## config.mk

```make
export PLATFORM = sky130hd
export DESIGN_NAME = tick_gen_multi
export DESIGN_NICKNAME = d
export VERILOG_FILES = /design/src/rtl/tick_gen_multi.sv
export SDC_FILE = /design/constraint.sdc
export NUM_CORES = 1
export LEC_CHECK = 0
export CAP_MARGIN = 40
export CORE_MARGIN = 2
export CORE_UTILIZATION = 45
export CTS_CLUSTER_SIZE = 8
export DETAILED_ROUTE_END_ITERATION = 10
export SLEW_MARGIN = 20
export SYNTH_ARGS = -nofsm -noshare
export SYNTH_HDL_FRONTEND = slang
export SYNTH_SLANG_ARGS = --single-unit
```

## constraint.sdc

```tcl
create_clock -name clk_i -period 6.8 [get_ports clk_i]
set_clock_uncertainty 0.15 [all_clocks]
set_input_delay 0.68 -clock clk_i [delete_from_list [all_inputs] [get_ports clk_i]]
set_output_delay 0.68 -clock clk_i [all_outputs]
set_load 0.005 [all_outputs]
```

## src/rtl/tick_gen_multi.sv

```systemverilog
// Multi-channel programmable tick generator. Each channel divides clk_i by its own
// runtime-loadable divisor, producing a 50%-duty toggle and a one-cycle strobe.
// Divisor writes are staged in a shadow register and only take effect at a period
// boundary, so a running period is never truncated.
module tick_gen_multi #(
    parameter int unsigned NCH         = 4,
    parameter int unsigned CW          = 26,
    parameter int unsigned DEFAULT_DIV = 50_000_000,
    localparam int unsigned SW         = (NCH > 1) ? $clog2(NCH) : 1
) (
    input  logic            clk_i,
    input  logic            rst_ni,
    input  logic [NCH-1:0]  en_i,
    input  logic            sync_clr_i,
    input  logic            div_wr_i,
    input  logic [SW-1:0]   div_sel_i,
    input  logic [CW-1:0]   div_val_i,
    output logic            div_err_o,
    output logic [NCH-1:0]  tick_out_o,
    output logic [NCH-1:0]  pulse_out_o
);

    localparam logic [CW-1:0] DefDiv = CW'(DEFAULT_DIV);

    logic [CW-1:0]  ct_q  [NCH];
    logic [CW-1:0]  ct_d  [NCH];
    logic [CW-1:0]  div_q [NCH];
    logic [CW-1:0]  div_d [NCH];
    logic [CW-1:0]  shd_q [NCH];
    logic [CW-1:0]  shd_d [NCH];
    logic [NCH-1:0] pnd_q, pnd_d;
    logic [NCH-1:0] tick_q, tick_d;
    logic [NCH-1:0] pulse_q, pulse_d;
    logic           err_q, err_d;

    logic           wr_ok;
    logic           wr_hit;
    logic           wrap;

    // A write is accepted only for a non-zero divisor aimed at an existing channel.
    assign wr_ok = div_wr_i && (div_val_i != '0) && (32'(div_sel_i) < NCH);

    // Next-state for every channel: counting, wrap, staged divisor apply and clear.
    always_comb begin
        err_d  = div_wr_i && !wr_ok;
        wr_hit = 1'b0;
        wrap   = 1'b0;
        for (int i = 0; i < NCH; i++) begin
            ct_d[i]    = ct_q[i];
            div_d[i]   = div_q[i];
            shd_d[i]   = shd_q[i];
            pnd_d[i]   = pnd_q[i];
            tick_d[i]  = tick_q[i];
            pulse_d[i] = 1'b0;

            wr_hit = wr_ok && (div_sel_i == SW'(i));
            // >= rather than == so a divisor shrunk below the count still wraps.
            wrap   = en_i[i] && (ct_q[i] >= div_q[i] - CW'(1));

            if (sync_clr_i) begin
                ct_d[i]   = '0;
                tick_d[i] = 1'b0;
                pnd_d[i]  = 1'b0;
                if (wr_hit) begin
                    shd_d[i] = div_val_i;
                    div_d[i] = div_val_i;
                end else if (pnd_q[i]) begin
                    div_d[i] = shd_q[i];
                end
            end else begin
                if (en_i[i]) begin
                    if (wrap) begin
                        ct_d[i]    = '0;
                        pulse_d[i] = 1'b1;
                        tick_d[i]  = ~tick_q[i];
                    end else begin
                        ct_d[i] = ct_q[i] + CW'(1);
                    end
                end

                if (wr_hit) begin
                    shd_d[i] = div_val_i;
                    // Write landing on a wrap edge bypasses the shadow stage.
                    if (wrap) begin
                        div_d[i] = div_val_i;
                        pnd_d[i] = 1'b0;
                    end else begin
                        pnd_d[i] = 1'b1;
                    end
                end else if (pnd_q[i] && (wrap || !en_i[i])) begin
                    // An idle channel has no period to protect, so apply at once.
                    div_d[i] = shd_q[i];
                    pnd_d[i] = 1'b0;
                end
            end
        end
    end

    // State registers, asynchronously reset to the default divisor.
    always_ff @(posedge clk_i or negedge rst_ni) begin
        if (!rst_ni) begin
            for (int i = 0; i < NCH; i++) begin
                ct_q[i]  <= '0;
                div_q[i] <= DefDiv;
                shd_q[i] <= DefDiv;
            end
            pnd_q   <= '0;
            tick_q  <= '0;
            pulse_q <= '0;
            err_q   <= 1'b0;
        end else begin
            for (int i = 0; i < NCH; i++) begin
                ct_q[i]  <= ct_d[i];
                div_q[i] <= div_d[i];
                shd_q[i] <= shd_d[i];
            end
            pnd_q   <= pnd_d;
            tick_q  <= tick_d;
            pulse_q <= pulse_d;
            err_q   <= err_d;
        end
    end

    assign div_err_o   = err_q;
    assign tick_out_o  = tick_q;
    assign pulse_out_o = pulse_q;

endmodule

```

==> impl_metrics.yaml <==
timing:
  fin_crit_sh_pct: 77.9
  drv_slew: 0
  holdWs_ns: 0.339
  setup_violations: 0
  setup_tns_ns: 0
  setup_ws_ns: 1.50
  fmax_mhz: 189
  hold_viol: 0
  max_slew_margin_pct: 31.5
  grt_setup_unrepaired: "false"
  worst_slew_pin_slew_ns: 1.03
  period_minus_slack_ns: 5.30
min_path:
  min_to: "shd_q[50]$_DFFE_PN0P_"
  worstHoldStart: "shd_q[50]$_DFFE_PN0P_"
  min_path_cells: 1
  hp-class: "flip-flop to flip-flop"
clock_tree:
  tritoncts: "built"
  cts_setup_buffers: 0
  clockRootBuffer: "clkbuf_16"
  clk_latency_ns: 0.56
  clkTransAtPathRegs_ns: 0.05
  htree_levels: 2
  cts.sinks: 325
  numCtsBuffers: 46
  clockBufferDepth: 3
critical_path:
  crit_required_ns: 7.06
  r2r_slack_ns: 1.50
  reg2reg_depth: 15
  crit_fanout: 24
  critPathLaunchType: "flip-flop"
  critPathKind: "flip-flop to flip-flop"
  endpoint_kind: "flip-flop"
  r2r-start: "div_q[78]$_DFFE_PN0P_"
  cp.arrival_ns: 5.55
  reg2reg_to: "ct_q[96]$_DFFE_PN0P_"
global_routing:
  grt_usage_pct: 19.3
  grt_antenna_before_repair: 0
  grt_pass1_wl_um: 63800
  grt_overflow_total: 0
  grt_max_degree: 170
  grt_pass1_vias: 12400
finish:
  utilization_pct: 51.9
  syn2layout_area_growth_pct: 13.6
  layout-drive-gt1-share_pct: 22.8
  fin_nets: 1830
  layoutNonFillerInstCount: 2236
  final_area_um2: 20100
route:
  wl_um: 38300
  drc: 0
  postRouteAntennaNets: 0
  via_count: 12200
  vias_per_cell: 5.44
  drtIter0Drc: 549
  wl_per_cell_um: 17.1
  drt_pre_antenna_iters: 5
power_and_ir_drop:
  p_int_mw: 4.40
  powerDensity_nw_per_um2: 308
  totalPowerFinal_mw: 6.19
  seqPwrFrac_pct: 44.6
  vdd_ir_drop_max_v: 0.000183
  clkPwrFrac_pct: 34.2
  power_switching_share_pct: 28.9
  p_leak_nw: 8.30
  combPwrFrac_pct: 21.2
  net-switching-power_mw: 1.79
floorplan:
  start_util_pct: 45.7
  core_area_um2: 38700
  pin_count: 45
  dieArea_um2: 40900
  rows: 72
  die_w_um: 202
  chipHeight_um: 202
synthesis:
  synthArstFlopShare_pct: 100
  yosys_register_bits: 325
  synthesis.area_um2: 17700
  yosys_warnings: 0
  ys_seq_area_share_pct: 46.7
  synth_area_leaders: "dfrtp_1 32%, dfstp_2 14%, mux2_2 14%"
  synth_cells: 1617
  syn_area_per_cell_um2: 10.9
  syn-num-nets: 1765
  synthDistinctLibCells: 57
  synthFlopType: "dfrtp_1"
  synth_edf_count: 0
  synth_top_cell_area_share_pct: 32.4
  post-synth-top-area-cell: "dfrtp_1"
placement:
  placed_area_um2: 18800
  gp_congestion: 0.797
  port_buffers: 44
  dp_cells: 2151
  post-place-ws_ns: 1.51
  hpwl_um: 26400
run_status:
  status: "completed"
flow_run:
  drv_cap: 0
==> metal layers <==
layer / vias up / part of all wire (%) / global-route usage (%)
li1: 5883 / - / -
met1: 6079 / 46 / 25.4
met2: 154 / 48 / 32.6
met3: 47 / 3.9 / 3.39
met4: 0 / 1.7 / 5.40
met5: - / 0 / 0
==> power by group through the flow <==
stage          combinational, mW  clock (mW)  sequential (mW)
6_report                    1.31        2.12             2.76
5_1_grt                     1.50        2.27             2.82
4_1_cts                     1.33        2.19             2.76
3_5_place_dp                1.32           0             2.79
3_3_place_gp                1.27           0             2.78
2_1_floorplan               1.03           0             2.69
==> repair_timing <==
action	CTS	global route
hold buffers	1	0
endpoints found under the hold margin	5	0
gates resized for setup	0	0
setup endpoints to repair	0	0
==> critical path, stage by stage, from the launching register on <==
cell      delay (ns)
dfrtp_1         0.39
inv_1           0.09
ha_1            0.21
or4b_4          0.52
or4b_4          0.56
or2_1           0.28
or3_4           0.40
nor4_4          0.15
xnor2_1         0.09
ha_1            0.30
nand4_1         0.18
or4_1           0.57
a21oi_1         0.13
a2111o_1        0.31
a21o_1          0.68
nor2_1          0.13
==> cell usage after synthesis, drive strengths merged, types with 12 or more instances <==
cell	count
a21oi	65
nand4	38
a21o	12
nand2b	17
xnor2	115
mux2	214
and3	21
inv	45
dfstp	96
nor3	49
nand3	51
nor2	177
ha	112
xor2	52
o21ai	15
nor4	27
and2	12
clkbuf	21
buf	21
nand2	106
or3	14
dfrtp	229
or4	14
==> cell families after synthesis <==
family                   after synthesis  synth area share [%]
AO/OA/AOI/OAI                        159                  6.16
buffers and inverters                 87                  2.03
multiplexers                         216                  13.7
XOR/XNOR                             167                  8.27
adder cells (fa/ha/maj)              112                  7.92
AND/OR/NAND/NOR                      551                  15.2
flip-flops                           325                  46.7
==> sequential cells by signal, indices dropped and copies added (netlist names) <==
signal,count
shd_q,104
pulse_out_o,4
div_q,104
ct_q,104
div_err_o,1
pnd_q,4
tick_out_o,4
==> layout make-up <==
| class | instances | area (um2) |
|---|---|---|
| repair buffers | 59 | 588 |
| fillers | 3531 | 18600 |
| clock buffers | 82 | 1310 |
| clock inverters | 1 | 8.76 |
| inverters | 45 | 169 |
| diodes | 1 | 2.50 |
| multi-input cells | 1205 | 9120 |
| flip-flops and latches | 325 | 8250 |
| well taps | 518 | 648 |
==> how the worst max path moves through the flow <==
stage / start / to / cells after the start
detailed placement: div_q[78]$_DFFE_PN0P_ / ct_q[96]$_DFFE_PN0P_ / 15
CTS: div_q[78]$_DFFE_PN0P_ / ct_q[96]$_DFFE_PN0P_ / 15
finish: div_q[78]$_DFFE_PN0P_ / ct_q[96]$_DFFE_PN0P_ / 15
global placement: div_q[78]$_DFFE_PN0P_ / ct_q[103]$_DFFE_PN0P_ / 15
global route: div_q[3]$_DFFE_PN0P_ / ct_q[24]$_DFFE_PN0P_ / 13
floorplan: div_q[78]$_DFFE_PN0P_ / div_q[102]$_DFFE_PN0P_ / 16
==> layout by cell type (no fill, tap or decap), drive strengths merged, types with 6 or more instances in the layout <==
| cell | n |
|---|---|
| a21o | 12 |
| a21oi | 65 |
| a22o | 6 |
| and2 | 12 |
| and3 | 21 |
| and4 | 6 |
| buf | 16 |
| clkbuf | 82 |
| clkdlybuf4s50 | 42 |
| dfrtp | 229 |
| dfstp | 96 |
| ha | 112 |
| inv | 46 |
| mux2 | 214 |
| nand2 | 106 |
| nand2b | 17 |
| nand3 | 51 |
| nand4 | 38 |
| nor2 | 177 |
| nor2b | 6 |
| nor3 | 49 |
| nor4 | 27 |
| o211ai | 8 |
| o21a | 8 |
| o21ai | 15 |
| o21bai | 6 |
| o221ai | 8 |
| or2 | 6 |
| or3 | 14 |
| or4 | 14 |
| xnor2 | 115 |
| xor2 | 52 |
No activity file was read; power rests on OpenSTA's default activity.
==> RTL change, RTL diff (same settings) <==
Change the parameter `CW` from 26 to 13.
--- a/src/rtl/tick_gen_multi.sv
+++ b/src/rtl/tick_gen_multi.sv
@@ -6,3 +6,3 @@
     parameter int unsigned NCH         = 4,
-    parameter int unsigned CW          = 26,
+    parameter int unsigned CW          = 13,
     parameter int unsigned DEFAULT_DIV = 50_000_000,
Interface: changed (resized div_val_i); port bits go from 45 to 32. The function was not compared with the original's and may differ.
==> RTL change against the unedited design <==
  * Sequential cell count fell by 156
  * Core utilization rose by 0.69 points
  * Critical path type unchanged
  * First-iteration DRC count shrank 51%
  * Synthesized area shrank 49%
  * Power down 49%
  * Highest routed layer unchanged
  * Setup slack improved by 0.95 ns
  * Critical endpoint is now div_q[27]
  * Via count decreased by 50%
  * Critical path depth fell by 2
  * Wire length is 53% lower
  * Design area down 49%
==> RTL change: results (changes against the unedited design) <==
stage,metric,value,unit,change
clock_tree,cts_inserted_buffers,17,,was 46
critical_path,reg2regPathDepth,13,,was 15
hold_path,hp-class,in -> async,,was reg -> reg
clock_tree,insertion_delay,0.42,ns,was 0.56 ns
layout,antenna_cells,0,,was 1
synth,synth_mux_area_share,13.8,%,was 13.7%
outcome,status,"complete, no violations",,unchanged
synth,synthesis.nets,887,,was 1765
synth,synthCells,804,,was 1617
drt,dr.pass1.iters,4,,was 5
critical_path,arrival,4.50,ns,was 5.55 ns
critical_path,critPathMaxFanout,13,,was 24
clock_tree,cts_buffer_depth,2,,was 3
placed_design,port_buffers,31,,was 44
layout,drive_above_1_share,19.6,%,was 22.8%
power,p_leak,4.53,nW,was 8.30 nW
synth,synth_xor_area_share,8.07,%,was 8.27%
timing,slew_headroom,47.6,%,was 31.5%
synth,synth_compound_area_share,5.27,%,was 6.16%
grt,grt_max_degree,94,,was 170
grt,grt_usage,17.9,%,was 19.3%
layout,final_nets,923,,was 1830
drt,drt_iter0_markers,268,,was 549
power,vdd_drop_max,0.000162,V,was 0.000183 V
synth,synth-adder-area-share,8.34,%,was 7.92%
synth,ys_seq_area_share,47.2,%,was 46.7%
clock_tree,htreeDepth,4,,was 2
synth,ys_top_cells_by_area,"dfrtp_1 43%, mux2_2 11%, ha_1 8.3%",,"was dfrtp_1 32%, dfstp_2 14%, mux2_2 14%"
-- RTL change: changes by cell type in the layout (fill, tap and decap cells not counted), moves of 22 or more --
cell       unedited run  this run
nor2_1              177        83
xnor2_1             115        39
clkbuf_16            47        17
dfrtp_1             229       153
ha_1                112        60
clkbuf_1             35         3
nand2_1             106        49
dfstp_2              96        16
a21oi_1              65        35
nand3_1              51        25
mux2_2              214        84
inv_1                45        23
nor3_1               49        19
-- RTL change: critical path, cell delays in order, from the launching register on --
cell	delay [ns]
dfrtp_1	0.39
inv_1	0.09
ha_1	0.19
nand2b_1	0.10
nor4_1	0.34
nand2b_1	0.16
nor3b_1	0.27
xnor2_1	0.16
ha_1	0.27
a21oi_1	0.13
o21ai_0	0.12
o2bb2ai_1	0.66
a221o_1	0.78
mux2_2	0.41
-- RTL change: worst paths after layout --
path / slack (ns) / to / start
min in group clk_i: 0.34 / shd_q[36] / shd_q[36]
min reg2reg: 0.34 / shd_q[36] / shd_q[36]
min: 0.02 / pulse_out_o[3] / rst_ni
max in group asynchronous: 5.36 / div_q[7] / rst_ni
max: 2.45 / div_q[27] / div_q[26]
max reg2reg: 2.45 / div_q[27] / div_q[26]
-- RTL change: area by class of cell --
class                      count  area [um^2]
timing repair buffer          37          400
fill                        1743         9260
clock inverter                 9          145
clock buffer                  23          478
inverter                      23         86.3
sequential                   169         4250
multi-input combinational    592         4570
tap                          265          332
-- RTL change: layer usage --
| metal | vias up | track usage, % | wire length [um] |
|---|---|---|---|
| met2 | 79 | 28.3 | 8490 |
| li1 | 2930 | - | - |
| met3 | 19 | 4.11 | 731 |
| met1 | 3034 | 24.5 | 8500 |
| met5 | - | 0 | 0 |
| met4 | 0 | 5.83 | 240 |
-- RTL change: stage by stage --
step	area [um^2]	setup slack [ns]	power (mW)
final	10300	2.45	3.15
after global routing	10300	1.97	3.35
after CTS	10200	2.45	3.19
after detailed placement	9610	2.45	2.15
after global placement	9570	2.65	2.10
after floorplan	9010	3.39	1.93
-- RTL change: report_power, final --
| part | switching (mW) | internal (mW) | leakage, nW |
|---|---|---|---|
| Sequential | 0.167 | 1.21 | 2.12 |
| Combinational | 0.352 | 0.400 | 2.11 |
| Clock | 0.381 | 0.641 | 0.311 |
| Total | 0.901 | 2.25 | 4.53 |
-- RTL change: kinds of logic after synthesis --
group	after synthesis
DFF	169
AOI/OAI and AO/OA	78
buffers and inverters	43
muxes	104
xor gates and xnor gates	83
adders and majority gates	60
and+or+nand+nor	267
